File: config.mk
export PLATFORM = sky130hd
export DESIGN_NAME = digit_shift_reg
export DESIGN_NICKNAME = d
export VERILOG_FILES = /design/src/rtl/passcode_pkg.sv /design/src/rtl/digit_shift_reg.sv
export SDC_FILE = /design/constraint.sdc
export NUM_CORES = 1
export LEC_CHECK = 0
export ABC_AREA = 1
export BUFFER_PORTS_ARGS = -buffer_cell sky130_fd_sc_hd__clkbuf_2
export CAP_MARGIN = 10
export CORE_AREA = 10 10 47 49
export DETAILED_ROUTE_END_ITERATION = 12
export DIE_AREA = 0 0 57 59
export PLACE_DENSITY = 0.68
export SLEW_MARGIN = 20
export SYNTH_ARGS = -nofsm -noshare
export SYNTH_HDL_FRONTEND = slang
export SYNTH_SLANG_ARGS = --single-unit
export TNS_END_PERCENT = 100
File: constraint.sdc
create_clock -name clk -period 0.8 [get_ports clk]
set_input_delay 0.04 -clock clk [delete_from_list [all_inputs] [get_ports clk]]
set_output_delay 0.04 -clock clk [all_outputs]
set_load 0.01 [all_outputs]
File: src/rtl/passcode_pkg.sv
// passcode_pkg: shared constants, entry-state enum and symbol type for the passcode checker
package passcode_pkg;
  localparam int PASS_LEN = 4;
  localparam int SYM_W_MAX = 4;
  localparam logic [3:0] BLANK = 4'h0;
  typedef logic [SYM_W_MAX-1:0] sym_t;
  typedef enum logic [1:0] {EMPTY, PARTIAL, FULL} entry_state_t;
  function automatic entry_state_t state_of(input logic [2:0] n);
    return n == 3'd0 ? EMPTY : (n >= 3'(PASS_LEN) ? FULL : PARTIAL);
  endfunction
endpackage

File: src/rtl/digit_shift_reg.sv
// digit_shift_reg: PASS_LEN-digit store with indexed write, parallel load, clear and parallel output
module digit_shift_reg import passcode_pkg::*; #(
  parameter int SYM_W = 2
) (
  input  logic                            clk,
  input  logic                            rst,
  input  logic                            clr,
  input  logic                            wr,
  input  logic                            load,
  input  logic [1:0]                      idx,
  input  logic [SYM_W-1:0]                din,
  input  logic [PASS_LEN-1:0][SYM_W-1:0]  load_data,
  output logic [PASS_LEN-1:0][SYM_W-1:0]  q
);
  always_ff @(posedge clk)
    for (int k = 0; k < PASS_LEN; k++)
      if (rst || clr) q[k] <= SYM_W'(BLANK);
      else if (load) q[k] <= load_data[k];
      else if (wr && idx == k[1:0]) q[k] <= din;
endmodule

==> flow_summary.toml <==
[yosys]
synthArstFlopShare = 0
syn-cell-area_um2 = 473
syn-num-nets = 94
syn_inst = 77
flip_flop_and_latch_count_after_synthesis = 8
seq_area_frac_synth = 0.339
netlist.area_leader.share = 0.339
synth.top_cells.by_area = "sky130_fd_sc_hd__dfxtp_1 (34%), sky130_fd_sc_hd__nand2_1 (22%), sky130_fd_sc_hd__nand3_1 (9.5%)"
synth_most_common_cell = "sky130_fd_sc_hd__nand2_1"
count_of_flip_flops_with_a_built_in_enable_after_synthesis = 0
post_synth_top_area_cell = "sky130_fd_sc_hd__dfxtp_1"
synth_cell_types = 10
synth_warnings = 0
synth.top_cells.by_count = "sky130_fd_sc_hd__nand2_1 (28), sky130_fd_sc_hd__nor2_1 (11), sky130_fd_sc_hd__inv_1 (9), sky130_fd_sc_hd__nand3_1 (9), sky130_fd_sc_hd__dfxtp_1 (8)"
dominantRegCellSynth = "sky130_fd_sc_hd__dfxtp_1"
average_size_of_a_mapped_cell_um2 = 6.14

[power_and_ir_drop]
netSwitchingFraction = 0.284
relative_contribution_of_the_clock_network_to_total_power = 0.331
power.share.sequential = 0.441
power.switching_mw = 0.275
power_frac_comb = 0.229
power_per_cell_area_nw_per_um2 = 1510
leakage_power_total_nw = 0.365
ir_worst_vdd_mv = 0.750
internal-power_mw = 0.693
finalPower_mw = 0.968

[floorplan]
die_outline_width_um = 57
io_pins = 25
initial_utilization = 0.338
die_area_um2 = 3360
floorplan.die.height_um = 59
placeableCoreArea_um2 = 1400
placement_rows = 14

[setup_path]
timing.critical_path.slowest_stage_cell = "sky130_fd_sc_hd__dfxtp_1"
path_cells = "clkbuf_2"
r2r_slack_ns = 0.15
worst_setup_path_end_kind = "primary output"
cp_top_family = "flip-flops"
timing_worst_setup_path_type = "flip-flop to primary output"
crit_fanout = 2
crit_arrival_ns = 0.72
max_incr_delay_on_cp_ns = 0.33
required_ns = 0.76
critical_path.n_buffers_inverters = 1
cp-start-kind = "flip-flop"

[routing]
drt_pass1_iterations = 4
drc = 0
dr_total_vias = 526
via_per_inst = 4.38
routed_wire_length_per_instance_um = 10.6
drt_iter0_drc = 5
routed_wirelength_um = 1270
drt.antenna.violating_nets = 0

[cts]
cts.repair_timing.setup_buffer_count = 0
clock-root-buffer = "sky130_fd_sc_hd__clkbuf_4"
hold_fix_buffers_cts = 0
cts_tree = "done"
worst_skew_pair.late_latency_ns = 0.26
clock_path_buffers = 2
cts_buffers = 3
tritoncts_num_sinks = 8
cts_htree_levels = 1
worst_setup_hold_path_clk_slew_ns = 0.06

[placement]
placedInstanceArea_um2 = 618
gpl.final_weighted_congestion = 0.741
io_buffers = 24
placed_instance_count = 117
post-place-ws_ns = 0.0654
post-dp-hpwl_um = 1060

[timing]
finalHoldWorstSlack_ns = 0.0695
slew_headroom = 0.864
achievable_frequency_ghz = 1.32
layout_setup_ws_ns = 0.0436
final-hold-violation-count = 0
post-route-period-util = 0.945
finalSetupViolations = 0
setup_total_negative_slack_ns = 0
layout_min_cycle_time_ns = 0.756
skew_ns = 0
max_slew.worst_pin.slew_ns = 0.204
timing_max_transition_violations_final = 0
grt_setup_unrepaired = "false"

[layout]
seq_area_um2 = 161
final.fill_count = 163
largestRegisters = "q x8"
finish.cell_count_without_fillers = 120
largest_reg_flops = 8
share_of_final_layout_standard_cells_stronger_than_drive_strength_1 = 0.308
postLayoutCoreUtil = 0.458
multi_input_area_um2 = 248
finish.instance_area_um2 = 642
n_antenna_cell = 0
largest-register = "q"
growth_of_design_area_from_synthesis_to_finish_pct = 35.7
design.final.nets = 123

[global_routing]
number_of_global_route_vias_before_repair = 522
gr-max-usage-layer = "met2"
grt-ovfl-total = 0
globalRouteMet2Util = 0.116
grtUsageTotal = 0.0784
antenna_found_initial = 0
grt_max_degree = 14
gr-usage-met1 = 0.0825
fraction_of_met3_tracks_used_by_global_routing = 0.0408
first_pass_grt_wire_length_um = 2130

[outcome]
status = "finished, final reports clean"

[flow_run]
maxCapViolations = 0

[hold_path]
hold_removal_path_class = "input port to flip-flop"
## per-layer routing
layer  part of all wire  wire, um  up-vias
met5                  0         0        -
met4              0.013        16        0
met3               0.10       132        2
met2               0.45       569       17
met1               0.44       556      212
li1                   -         -      295
## cell usage in the layout (no fill, tap or decap), drive strengths merged
master | netlist | final
nand2 | 28 | 28
nand3b | 2 | 2
buf | 2 | 2
clkbuf | 0 | 27
inv | 10 | 10
dfxtp | 8 | 8
nor2 | 12 | 12
a21oi | 6 | 6
nand3 | 9 | 9
## layout make-up
class / count / area share
multi-input combinational: 57 / 0.386
sequential: 8 / 0.251
timing repair buffer: 26 / 0.230
inverter: 10 / 0.0663
clock buffer: 3 / 0.0351
tap: 16 / 0.0312
## kinds of logic after synthesis
logic type | count (synthesis) | share of synthesized area
AOI/OAI and AO/OA | 6 | 0.0635
buffers and inverters | 12 | 0.138
DFF | 8 | 0.339
and+or+nand+nor | 51 | 0.460
## power by group through the flow
stage	registers, mW	clock network (mW)	logic (mW)
after floorplan	0.445	0	0.124
after global placement	0.435	0	0.223
after detailed placement	0.436	0	0.225
after CTS	0.427	0.340	0.225
after global routing	0.429	0.352	0.256
final	0.427	0.320	0.221
## path summary, 6_finish.rpt
path              depth (start not counted)  start  endpoint
setup reg to reg                          3   q[7]      q[7]
hold / removal                            4    rst      q[5]
setup / recovery                          1   q[0]      q[0]
hold reg to reg                           4   q[2]      q[2]
## what timing repair did
item / CTS / global route
setup endpoints to repair: 0 / 1
hold endpoints to repair: 0 / 0
gates resized for setup: 0 / 1
Note: power is estimated with default switching activity, not from simulation.
